--- src/rtl/digit_frame_filter_pkg.sv ---
// Shared definitions for the digit frame-rate stabiliser: bus geometry and sampler FSM states.
package digit_frame_filter_pkg;

  localparam int unsigned DigitW     = 24;
  localparam int unsigned NumNibbles = 6;

  typedef enum logic [1:0] {
    StWaitEdge = 2'd0,
    StDelay    = 2'd1,
    StEval     = 2'd2
  } state_e;

endpackage

--- src/rtl/digit_frame_filter_vsync_edge_det.sv ---
// Leading-edge detector for a frame sync of configurable polarity.
module vsync_edge_det #(
  parameter logic VS_ACTIVE = 1'b0
) (
  input  logic clk_i,
  input  logic rst_ni,
  input  logic vsync_i,
  output logic lead_edge_o
);

  logic vsync_d, vsync_q;

  assign vsync_d = vsync_i;

  // Previous level resets to the active level so a sync held active across reset release is
  // not mistaken for a fresh frame start.
  always_ff @(posedge clk_i or negedge rst_ni) begin
    if (!rst_ni) begin
      vsync_q <= VS_ACTIVE;
    end else begin
      vsync_q <= vsync_d;
    end
  end

  assign lead_edge_o = (vsync_i == VS_ACTIVE) && (vsync_q != VS_ACTIVE);

endmodule

--- src/rtl/digit_frame_filter.sv ---
// Frame-rate stabiliser: publishes the recognised digits only after they agree for
// STABLE_FRAMES consecutive frames, with a frame-sync watchdog on the valid flag.
module digit_frame_filter
  import digit_frame_filter_pkg::*;
#(
  parameter int unsigned DIGIT_W       = DigitW,
  parameter int unsigned STABLE_FRAMES = 3,
  parameter logic        VS_ACTIVE     = 1'b0,
  parameter int unsigned SAMPLE_DLY    = 4,
  parameter int unsigned WDOG_CYC      = 10_000_000
) (
  input  logic               clk,
  input  logic               rst_n,
  input  logic               frame_vsync,
  input  logic [DIGIT_W-1:0] digit_in,
  output logic [DIGIT_W-1:0] digit_out,
  output logic               digit_valid,
  output logic               digit_update,
  output logic [3:0]         stable_cnt
);

  localparam int unsigned     DlyW    = (SAMPLE_DLY > 2) ? $clog2(SAMPLE_DLY) : 1;
  localparam logic [DlyW-1:0] DlyLoad = (SAMPLE_DLY > 1) ? DlyW'(SAMPLE_DLY - 1) : '0;
  localparam int unsigned     WdW     = (WDOG_CYC > 2) ? $clog2(WDOG_CYC) : 1;
  localparam logic [WdW-1:0]  WdLast  = WdW'(WDOG_CYC - 1);
  localparam logic [3:0]      SfMax   = 4'(STABLE_FRAMES);

  state_e             state_d, state_q;
  logic [DlyW-1:0]    dly_d, dly_q;
  logic [WdW-1:0]     wdog_d, wdog_q;
  logic [DIGIT_W-1:0] cand_d, cand_q;
  logic [DIGIT_W-1:0] out_d, out_q;
  logic [3:0]         cnt_d, cnt_q;
  logic               valid_d, valid_q;
  logic               pub_d, pub_q;
  logic               upd_d, upd_q;
  logic               lead_edge;

  vsync_edge_det #(
    .VS_ACTIVE (VS_ACTIVE)
  ) u_edge_det (
    .clk_i       (clk),
    .rst_ni      (rst_n),
    .vsync_i     (frame_vsync),
    .lead_edge_o (lead_edge)
  );

  always_ff @(posedge clk or negedge rst_n) begin
    if (!rst_n) begin
      state_q <= StWaitEdge;
    end else begin
      state_q <= state_d;
    end
  end

  always_comb begin
    state_d = state_q;
    unique case (state_q)
      StWaitEdge: if (lead_edge) state_d = StDelay;
      StDelay: begin
        if (lead_edge) begin
          state_d = StDelay;
        end else if (dly_q == '0) begin
          state_d = StEval;
        end
      end
      StEval:  state_d = StWaitEdge;
      default: state_d = StWaitEdge;
    endcase
  end

  always_comb begin
    dly_d = dly_q;
    if (lead_edge) begin
      dly_d = DlyLoad;
    end else if ((state_q == StDelay) && (dly_q != '0)) begin
      dly_d = dly_q - 1'b1;
    end
  end

  always_comb begin
    cand_d  = cand_q;
    cnt_d   = cnt_q;
    out_d   = out_q;
    valid_d = valid_q;
    pub_d   = 1'b0;
    upd_d   = pub_q;

    if (state_q == StEval) begin
      if (digit_in == cand_q) begin
        cnt_d = (cnt_q >= SfMax) ? SfMax : cnt_q + 4'd1;
      end else begin
        cand_d = digit_in;
        cnt_d  = 4'd1;
      end
      if ((cnt_d == SfMax) && ((digit_in != out_q) || !valid_q)) begin
        out_d   = digit_in;
        valid_d = 1'b1;
        pub_d   = 1'b1;
      end
    end

    // Watchdog saturates at its last count; a leading edge in the same cycle takes priority.
    if (lead_edge) begin
      wdog_d = '0;
    end else if (wdog_q == WdLast) begin
      wdog_d = wdog_q;
    end else begin
      wdog_d = wdog_q + 1'b1;
    end
    if (!lead_edge && (wdog_d == WdLast)) begin
      valid_d = 1'b0;
      cnt_d   = 4'd0;
      cand_d  = '0;
    end
  end

  always_ff @(posedge clk or negedge rst_n) begin
    if (!rst_n) begin
      dly_q   <= '0;
      wdog_q  <= '0;
      cand_q  <= '0;
      out_q   <= '0;
      cnt_q   <= 4'd0;
      valid_q <= 1'b0;
      pub_q   <= 1'b0;
      upd_q   <= 1'b0;
    end else begin
      dly_q   <= dly_d;
      wdog_q  <= wdog_d;
      cand_q  <= cand_d;
      out_q   <= out_d;
      cnt_q   <= cnt_d;
      valid_q <= valid_d;
      pub_q   <= pub_d;
      upd_q   <= upd_d;
    end
  end

  assign digit_out    = out_q;
  assign digit_valid  = valid_q;
  assign digit_update = upd_q;
  assign stable_cnt   = cnt_q;

endmodule

--- config.mk ---
export PLATFORM = sky130hd
export DESIGN_NAME = digit_frame_filter
export DESIGN_NICKNAME = d
export VERILOG_FILES = /design/src/rtl/digit_frame_filter_pkg.sv /design/src/rtl/digit_frame_filter_vsync_edge_det.sv /design/src/rtl/digit_frame_filter.sv
export SDC_FILE = /design/constraint.sdc
export NUM_CORES = 1
export LEC_CHECK = 0
export BUFFER_PORTS_ARGS = -buffer_cell sky130_fd_sc_hd__buf_4
export CORE_MARGIN = 5
export CORE_UTILIZATION = 60
export CTS_BUF_LIST = sky130_fd_sc_hd__clkbuf_8
export CTS_CLUSTER_DIAMETER = 120
export DETAILED_ROUTE_END_ITERATION = 7
export GPL_TIMING_DRIVEN = 0
export PLACE_DENSITY = 0.9
export RECOVER_POWER = 25
export SLEW_MARGIN = 20
export SYNTH_ARGS = -nofsm -noshare
export SYNTH_HDL_FRONTEND = slang
export SYNTH_SLANG_ARGS = --single-unit
export TNS_END_PERCENT = 20
--- constraint.sdc ---
create_clock -name clk -period 3.82 [get_ports clk]
set_input_delay 0.382 -clock clk [delete_from_list [all_inputs] [get_ports clk]]
set_output_delay 0.382 -clock clk [all_outputs]
set_load 0.02 [all_outputs]
Yosys cells after proc, flatten, opt, wreduce, memory -nomap -nowiden
Cells that the tools add are included.

Register bits after elaboration: 84. Input bits: 27. Logic and storage cells: 63.

Add/sub/neg operators: 3. Magnitude comparators: 1. Equal/unequal tests: 10. Mux-type cells: 21. Bitwise gates (word level): 1. Reduce and logical (&&, ||, !) cells: 17.

Operators by type and width (number): two-way mux 24 bit (5); == test 24 bit (second input constant) (2); adder 24 x 1 -> 24 bit (second input constant) (1); == test 24 bit (1); inequality test 24 bit (1); two-way mux 4 bit (5); two-way mux 2 bit (5); AND reduction 2 bit (4); nonzero test 2 bit (4); two-way mux 1 bit (5); adder 4 x 1 -> 4 bit (second input constant) (1); == test 4 x 2 -> 1 bit (second input constant) (1); greater-or-equal comparator 4 x 2 -> 1 bit (second input constant) (1); logical AND 1 bit (4); logical NOT 2 bit (2); one-hot mux 2 bit (2 select lines) (1); inequality test 3 bit (second input constant) (1); == test 2 x 1 -> 1 bit (second input constant) (1); == test 2 bit (second input constant) (1); logical NOT 1 bit (2); inequality test 2 x 1 -> 1 bit (second input constant) (1); inequality test 2 bit (second input constant) (1); subtractor 2 x 1 -> 2 bit (second input constant) (1); logical OR 1 bit (1); NOT 1 bit (1).

Depth between registers and ports, before layout
Gate-level depths: netlist of run 1.

Depth in word-level cells: 9. Depth in mapped cells: 10.

By module
Synthesis of run 1 repeated with hierarchy kept, for this count alone.

Cell total of the unflattened synthesis: 473. Area, all modules: 4448.0 um^2.

By module, submodules not included: digit_frame_filter (instances 1, cells each 471, area each 4409.2 um^2, seq. area each 2077.0 um^2); vsync_edge_det (instances 1, cells each 2, area each 38.8 um^2, seq. area each 25.0 um^2).

Worst setup path before layout of run 1
No wires, ideal clock.

Path type: register -> register. From: register wdog_q[0]. To: register cand_q[13]. Library setup time: 0.119 ns. Arrival: 2.695 ns. Slack: 1.006 ns. Cell stages (with the launch flop): 11. Buffers on the path: 2. Clock period less this slack: 2.814 ns. Cells stage by stage: dfrtp_1 > ha_1 > nand3_1 > or4_4 > o21ai_0 > a21oi_1 > or4b_1 > nor4_2 > buf_4 > buf_6 > nor2_1.

Longest elaborated chain between the ends: 7. Elaborated cells between the ends (all ways): 10.

RTL lines: start, declared (RTL line digit_frame_filter.sv:30) `logic [WdW-1:0] wdog_d, wdog_q;`; start signal, assigned (RTL line digit_frame_filter.sv:130) `wdog_q <= wdog_d;`; adder 24 x 1 -> 24 bit / == test 24 bit (equally long branches) (RTL line digit_frame_filter.sv:109, digit_frame_filter.sv:106); two-way mux 24 bit (*) (RTL line digit_frame_filter.sv:106) `end else if (wdog_q == WdLast) begin`; two-way mux 24 bit (*) (RTL line digit_frame_filter.sv:104) `if (lead_edge) begin`; net wdog_d[18] (RTL line digit_frame_filter.sv:30); == test 24 bit (*) (RTL line digit_frame_filter.sv:111) `if (!lead_edge && (wdog_d == WdLast)) begin`; logical AND 1 bit (*) (RTL line digit_frame_filter.sv:111); inequality test 2 x 1 -> 1 bit (no source line) / nonzero test 2 bit (equally long branches); AND reduction 2 bit (no source line); end signal, assigned (RTL line digit_frame_filter.sv:131) `cand_q <= cand_d;`; end, declared (RTL line digit_frame_filter.sv:31) `logic [DIGIT_W-1:0] cand_d, cand_q;`.

The timed path passes the listed nets; every way through them passes the cells marked *. A chain may end at the register's enable or synchronous reset.

Final worst setup path of run 1
From: register wdog_q[0]. To: register cand_q[20].

Longest elaborated chain between the ends: 7. Elaborated cells between the ends (all ways): 10.

RTL lines (RTL line): adder 24 x 1 -> 24 bit / == test 24 bit (equally long branches) (digit_frame_filter.sv:109, digit_frame_filter.sv:106); two-way mux 24 bit (*) (digit_frame_filter.sv:106); two-way mux 24 bit (*) (digit_frame_filter.sv:104); == test 24 bit (*) (digit_frame_filter.sv:111); logical AND 1 bit (*) (digit_frame_filter.sv:111); inequality test 2 x 1 -> 1 bit (no source line) / nonzero test 2 bit (equally long branches); AND reduction 2 bit (no source line).

Every way passes the cells marked *; elsewhere a longest branch is shown, timed or not.

==> key figures, run 1 <==
Setup path
  – Critical Path Start Type: flip-flop
  – Worst-path maximum fanout: 10
  – CP Cell Sequence: ha_1 -> nand3_1 -> o31a_1 -> or3_1 -> a2111oi_0 -> o2111ai_1 -> nor4_2 -> buf_4 -> buf_6 -> nor2_1
  – Reg2Reg Setup Slack: 420 ps
  – R2R depth: 10
  – Slowest CP cell: a2111oi_0
  – Crit path capture type: flip-flop
  – Reg2reg end: cand_q[20]
  – Worst r2r src: wdog_q[0]
  – Worst Path Arrival: 3640 ps
  – CP Capture Point: cand_q[20]
  – Critical Path Source: wdog_q[0]
  – Max incr delay on CP: 480 ps
  – Worst Path Required: 4060 ps
  – Crit Path Category: flip-flop to flip-flop

Cells and area
  – Layout Nets: 510
  – Area Overhead vs Synth: 17.4%
  – Layout cell share with drive strength beyond 1: 21.0%
  – Final Util: 71.4%
  – Antenna diode count: 0

STA
  – Slew headroom: -34.4%
  – Slew @ Worst Pin: 2020 ps
  – Clock skew: around 18 ps
  – Finish-stage setup viols: 0
  – RSZ-0062 raised after global routing: no
  – Peak Freq: slightly below 0.3 GHz
  – Final worst path period share: about nine tenths
  – Final hold violation count: 0
  – Setup TNS: 0 ps
  – Min Clock Period, post-route: 3400 ps
  – Pins over their slew limit: 85

Power
  – Psw: 0.762 mW
  – Switch share: 31.2%
  – Pwr per Cell Area: 476 nW/um2
  – Clock power share: 29.3%
  – Combinational power share: 22.3%
  – Sequential power share: 48.4%
  – Leak: 2.54 nW
  – Worst VDD drop: 282 uV
  – Pint: 1.68 mW

Flow run
  – Count of max-cap constraint violations: 1

Min path
  – Worst Hold Class: input port to flip-flop

Yosys
  – Ys Warns: 0
  – Top cells by area, synth: dfrtp_1 48%, xnor2_1 7.0%, mux2_2 6.2%
  – Post-Syn Area: around 4400 um2
  – Post-Syn Nets: 443
  – Top cells by instance count after synthesis: 84 x dfrtp_1, 44 x nor2_1, 35 x xnor2_1
  – Post-Syn Instances: 413
  – Area leader, netlist: dfrtp_1
  – Share of the synthesized area in the top cell type: 48.2%
  – Most common cell in the netlist: dfrtp_1
  – Register area share after synthesis: 48.2%
  – Number of enable flip-flop cells after synthesis: 0
  – Number of synthesized register bits: 84
  – Synthesized area per cell: 10.6 um2
  – Dominant synthesized flop cell: dfrtp_1
  – Ys async rst share: 100%
  – Distinct cell type count after synthesis: 46

Detailed routing
  – Via/cell ratio: 5.91
  – Vias: 3452
  – First-pass detailed-route iteration total: 5
  – WL per Instance: 18.4 um
  – Post-route DRC: 0
  – Final WL: 10.7 mm
  – Starting DRT DRC Count: between 150 and 200
  – Antenna-violating nets left: 0

Global route
  – Largest net degree at the start of global routing: 85
  – Initial antenna violation count: 0
  – GRT Overall Usage: 25.0%
  – Grt total ovfl: 0
  – Number of global-route vias before repair: between 3000 and 4000
  – First-pass GRT wire length: ~17 mm

Outcome
  – Status: finished, violations left
  – Failing checks: capacitance limit, slew limit

CTS
  – CTS root buf: clkbuf_8
  – Number of CTS-inserted buffers: 9
  – Post-CTS Hold Fix Bufs: 0
  – Clock-pin slew on the worst setup and hold paths: 90 ps
  – Clock Sinks: 84
  – Post-cts resize count: 0
  – CTS tree: built
  – Max clock buf depth: 2
  – Post-CTS setup buffer count: 0
  – Worst-skew pair later-pin latency: between 300 and 400 ps
  – H-tree levels: 3

Placed design
  – Detailed placer's ending HPWL: just under 8 mm
  – I/O Buffers: 56
  – GPL Wtd Cong: 0.907

Die
  – Num rows: 31
  – Top-Level Pins: 57
  – Die area: 9080 um2
  – Die height: 95.3 um
  – Initial Util: 60.8%
  – Die Width: 95.3 um
  – Placeable core region: 7180 um2
-- stage by stage --
step / setup slack (ps) / hold slack [ps] / instances / instance area, um2 / power [mW]
final: 418 / 163 / 584 / 5130 / 2.44
after global routing: 214 / 171 / 584 / 5130 / 2.57
after CTS: 456 / 140 / 584 / 5130 / 2.45
after detailed placement: 499 / 343 / 568 / 4910 / 1.73
after global placement: 554 / 332 / 568 / 4910 / 1.68
after floorplan: 1010 / 86.4 / 413 / 4370 / 1.55
-- how the worst min path moves through the flow --
stage                            from                 end  slack, ps  cells after the start
after floorplan                 rst_n           cand_q[0]         90                      0
after global placement          pub_q        digit_update        330                      0
after detailed placement        pub_q        digit_update        340                      0
after CTS                 frame_vsync  u_edge_det.vsync_q        140                      1
after global routing      frame_vsync  u_edge_det.vsync_q        170                      1
final                     frame_vsync  u_edge_det.vsync_q        160                      1
-- cells by family after synthesis --
family / synth area share [%]
and+or+nand+nor: 18.5
DFF: 48.2
xor gates and xnor gates: 12.2
muxes: 11.7
AOI/OAI and AO/OA: 5.99
buffers and inverters: 2.55
adders and majority gates: 0.860
-- layout make-up --
type	instances	area, um2
buffer	12	58.8
clock buffer	9	124
clock inverter	7	98.8
fill	497	2050
inverter	14	52.6
multi-input combinational	303	2150
sequential	84	2100
tap	99	124
timing repair buffer	56	414
-- registers in the layout, summed over array words and instances, names as in the netlist --
| signal | flops |
|---|---|
| wdog_q | 24 |
| cand_q | 24 |
| digit_valid | 1 |
| u_edge_det.vsync_q | 1 |
| digit_out | 24 |
| state_q | 2 |
| stable_cnt | 4 |
| dly_q | 2 |
| pub_q | 1 |
| digit_update | 1 |
-- worst max-delay path, delay by kind of cell (launching register included) --
kind	cells	cell delay (ps)
AO/OA/AOI/OAI	3	1090
buffers and inverters	2	410
AND/OR/NAND/NOR	4	1040
adder cells (fa/ha/maj)	1	260
flip-flops	1	470
-- power groups by stage --
stage          sequential [mW]  clock (mW)  combinational [mW]
6_report                  1.18       0.716               0.545
3_3_place_gp              1.18           0               0.503
4_1_cts                   1.18       0.723               0.549
3_5_place_dp              1.19           0               0.538
2_1_floorplan             1.18           0               0.369
5_1_grt                   1.20       0.763               0.610
-- cell usage in the layout, fill, tap and decap left out, types with 2 or more instances in the layout --
master and n:
dfrtp_1 84, buf_4 55, nor2_1 44, xnor2_1 35
xor2_1 26, mux2i_1 24, mux2_2 24, nand2_1 18
nand4_1 17, inv_1 15, nand3_1 13, nor4_1 12
nor3_1 10, o21ai_0 10, clkbuf_1 9, clkbuf_8 9
a21oi_1 8, and3_1 7, nand2b_1 5, a31oi_1 5
and4_1 4, and2_1 3, or3_1 3, or4_1 3
o211ai_1 3, o31a_1 3, ha_1 3, nor2b_1 2
buf_2 2, o21a_1 2, or4b_1 2, and4b_1 2
a2111oi_0 2, bufinv_16 2, clkinvlp_4 2
-- routing by layer --
layer,up-vias,track usage [%],share of wire (%)
met4,0,8.17,1.5
li1,1610,-,-
met5,-,0,0
met1,1698,30.0,40
met3,20,3.16,5.5
met2,124,46.2,53
Note: power is estimated with default switching activity, not from simulation.
==> run 2: changes to the inputs <==
--- a/config.mk
+++ b/config.mk
@@ -5,6 +5,7 @@
 export SDC_FILE = /design/constraint.sdc
 export NUM_CORES = 1
 export LEC_CHECK = 0
+export ABC_AREA = 1
 export BUFFER_PORTS_ARGS = -buffer_cell sky130_fd_sc_hd__buf_4
 export CORE_MARGIN = 5
 export CORE_UTILIZATION = 60
==> run 2 against run 1 <==
  * The flow still finishes with violations (capacitance limit, slew limit)
  * Clock-buffer cell count unchanged
  * Design area up 8.8%
  * Critical path depth up 2
  * Worst hold slack better by 9.6 ps
  * Cell count up 46%
  * Routed wire length up 18%
  * Clock skew down 5.1 ps
  * Clock power down 23%
  * Die area up 10%
==> key figures, run 2 <==
Yosys
  – Synthesized area per cell: 7.20 um2 (-32%)
  – Area leader, netlist: dfrtp_1
  – Share of the synthesized area in the top cell type: 43.1% (-5.0 points)
  – Top cells by instance count after synthesis: 156 x nand2_1, 114 x inv_1, 97 x nor2_1
  – Number of enable flip-flop cells after synthesis: 0 (unchanged)
  – Dominant synthesized flop cell: dfrtp_1
  – Top cells by area, synth: dfrtp_1 43%, nand2_1 12%, inv_1 8.8%
  – Ys async rst share: 100% (unchanged)
  – Post-Syn Area: 4880 um2 (+12%)
  – Ys Warns: 0 (unchanged)
  – Number of synthesized register bits: 84 (unchanged)
  – Most common cell in the netlist: nand2_1
  – Post-Syn Nets: 707 (+60%)
  – Post-Syn Instances: 677 (+64%)
  – Register area share after synthesis: 43.1% (-5.0 points)
  – Distinct cell type count after synthesis: 28 (-39%)

Cells and area
  – Antenna diode count: 0 (unchanged)
  – Layout cell share with drive strength beyond 1: 15.9% (-5.1 points)
  – Design Area, Final: 5580 um2 (+8.8%)
  – Layout Nets: 774 (+52%)
  – Filler Cell Count: 620 (+25%)
  – Area Overhead vs Synth: 14.4%
  – Most common cell after layout, fill and taps aside: nand2_1
  – Finished Layout Cells: 850 (+46%)
  – Commonest non-fill, non-tap cells in the layout: 156 x nand2_1, 116 x inv_1, 97 x nor2_1

Setup path
  – Slowest CP cell: dfrtp_1
  – R2R depth: 12 (+2)
  – Reg2Reg Setup Slack: 1180 ps (+760 ps)
  – Worst r2r src: wdog_q[0]
  – Max incr delay on CP: 470 ps (about the same)
  – CP Cell Sequence: ha_1 -> nand3_2 -> nor2_4 -> nand3_2 -> o21ai_0 -> nand3_1 -> nor2_2 -> and2_1 -> nand2_2 -> nor2_4 -> buf_6 -> nor2_2
  – WP buf/inv: 1 (-1)
  – Worst Path Arrival: 2890 ps (-750 ps)
  – Crit Path Category: flip-flop to flip-flop
  – Crit path capture type: flip-flop
  – Worst Path Required: 4070 ps (about the same)
  – Reg2reg end: cand_q[12]
  – Cell family with most CP delay: simple AND/OR/NAND/NOR gates
  – Worst-path maximum fanout: 10 (unchanged)
  – Critical Path Start Type: flip-flop

STA
  – Pins over their slew limit: 85 (unchanged)
  – Finish-stage setup viols: 0 (unchanged)
  – Slew @ Worst Pin: 2090 ps (+78.7 ps)
  – Post-route setup slack: 1180 ps (+763 ps)
  – Final worst path period share: 69.1% (-20 points)
  – Clock skew: 13.2 ps (-5.14 ps)
  – Peak Freq: 0.379 GHz (+29%)
  – Setup TNS: 0 ps (unchanged)
  – Slew headroom: -39.6% (-5.2 points)
  – RSZ-0062 raised after global routing: no
  – Min Clock Period, post-route: 2640 ps (-763 ps)
  – Final hold slack: 173 ps (+9.57 ps)
  – Final hold violation count: 0 (unchanged)

CTS
  – Clock-pin slew on the worst setup and hold paths: 80 ps (about the same)
  – Max clock buf depth: 2 (unchanged)
  – Worst-skew pair later-pin latency: 350 ps (about the same)
  – Post-CTS setup buffer count: 0 (unchanged)
  – CTS tree: built
  – Clock Sinks: 84 (unchanged)
  – CTS root buf: clkbuf_8
  – Number of CTS-inserted buffers: 9 (unchanged)
  – Post-CTS Hold Fix Bufs: 0 (unchanged)
  – H-tree levels: 3 (unchanged)
  – Post-cts resize count: 0 (unchanged)

Min path
  – Worst Hold Class: input port to flip-flop
  – Hold Path Stages: 1 (unchanged)
  – Hold Startpoint: frame_vsync
  – Hold Path End: u_edge_det.vsync_q

Power
  – Pwr per Cell Area: 442 nW/um2 (-7.1%)
  – Leak: 2.87 nW (+13%)
  – Worst VDD drop: 412 uV (+46%)

Global route
  – Initial antenna violation count: 0 (unchanged)
  – Number of global-route vias before repair: 4456 (+26%)
  – Grt total ovfl: 0 (unchanged)
  – GRT Overall Usage: 25.7% (+0.64 points)
  – Largest net degree at the start of global routing: 85 (unchanged)
  – First-pass GRT wire length: 20.7 mm (+19%)

Detailed routing
  – Antenna-violating nets left: 0 (unchanged)
  – WL per Instance: 14.9 um (-19%)
  – Via/cell ratio: 5.46 (-7.6%)
  – Vias: 4640 (+34%)
  – Post-route DRC: 0 (unchanged)
  – Starting DRT DRC Count: 360 (+84%)
  – First-pass detailed-route iteration total: 5 (unchanged)
  – Final WL: 12.6 mm (+18%)

Outcome
  – Status: finished, violations left
  – Failing checks: capacitance limit, slew limit

Die
  – Die Width: 100 um (+5.1%)
  – Die area: 10000 um2 (+10%)
  – Die height: 100 um (+5.1%)
  – Num rows: 32 (+3.2%)
  – Initial Util: 62.5% (+1.6 points)
  – Placeable core region: 7810 um2 (+8.8%)
  – Top-Level Pins: 57 (unchanged)

Placed design
  – Pre-CTS setup slack: 1230 ps (+734 ps)
  – Area post-placement: 5420 um2 (+10%)
  – GPL Wtd Cong: 0.898 (-0.96%)
  – I/O Buffers: 56 (unchanged)
  – Cells after DPL: 835 (+47%)
  – Detailed placer's ending HPWL: 9.44 mm (+20%)

Flow run
  – Count of max-cap constraint violations: 1 (unchanged)
-- run 2: changes by cell type after synthesis, moves of 12 or more --
cell,previous run,this run
inv_1,14,114
mux2_2,24,0
mux2i_1,24,0
nand2_1,18,156
nand3_1,13,41
nor2_1,44,97
nor2_2,0,19
nor4_1,12,0
o21ai_0,10,58
xnor2_1,35,11
-- run 2: cell families after synthesis --
kind of cell / synth area share [%]
and+or+nand+nor: 32.4
buffers and inverters: 10.8
DFF: 43.1
AOI/OAI and AO/OA: 7.60
xor gates and xnor gates: 5.39
adders and majority gates: 0.770
-- run 2: per-stage QoR --
step,power (mW),utilization (%)
6_report,2.47,71.5
4_1_cts,2.46,71.5
5_1_grt,2.63,71.5
2_1_floorplan,1.70,-
3_5_place_dp,1.91,69.5
3_3_place_gp,1.85,69.5
-- run 2: how the worst max path moves through the flow --
stage                 from          end  slack (ps)  cells after the start
2_1_floorplan    wdog_q[0]  digit_valid        1740                     12
3_3_place_gp   frame_vsync   cand_q[12]        1310                     11
3_5_place_dp   frame_vsync   cand_q[12]        1230                     11
4_1_cts          wdog_q[0]   cand_q[12]        1220                     12
5_1_grt          wdog_q[0]   cand_q[12]        1010                     12
6_report         wdog_q[0]   cand_q[12]        1180                     12
-- run 2: routing by layer --
| metal | global-route usage, % | vias to the layer above | routed length [um] |
|---|---|---|---|
| met5 | 0 | - | 0 |
| met3 | 5.77 | 35 | 1070 |
| met2 | 40.8 | 229 | 5760 |
| li1 | - | 2219 | - |
| met4 | 6.74 | 0 | 281 |
| met1 | 35.7 | 2157 | 5520 |
-- run 2: area by class of cell --
class / count / area (um2) / share of cell area (%)
clock inverter: 6 / 33.8 / 0.606
inverter: 115 / 445 / 7.98
multi-input combinational: 464 / 2250 / 40.3
tap: 102 / 128 / 2.29
buffer: 14 / 78.8 / 1.41
sequential: 84 / 2100 / 37.7
timing repair buffer: 56 / 418 / 7.49
clock buffer: 9 / 124 / 2.22
-- run 2: power by group --
part / switching, mW / internal, mW / leakage, nW
clock network: 0.322 / 0.228 / 0.0879
logic: 0.452 / 0.302 / 1.66
registers: 0.116 / 1.05 / 1.12
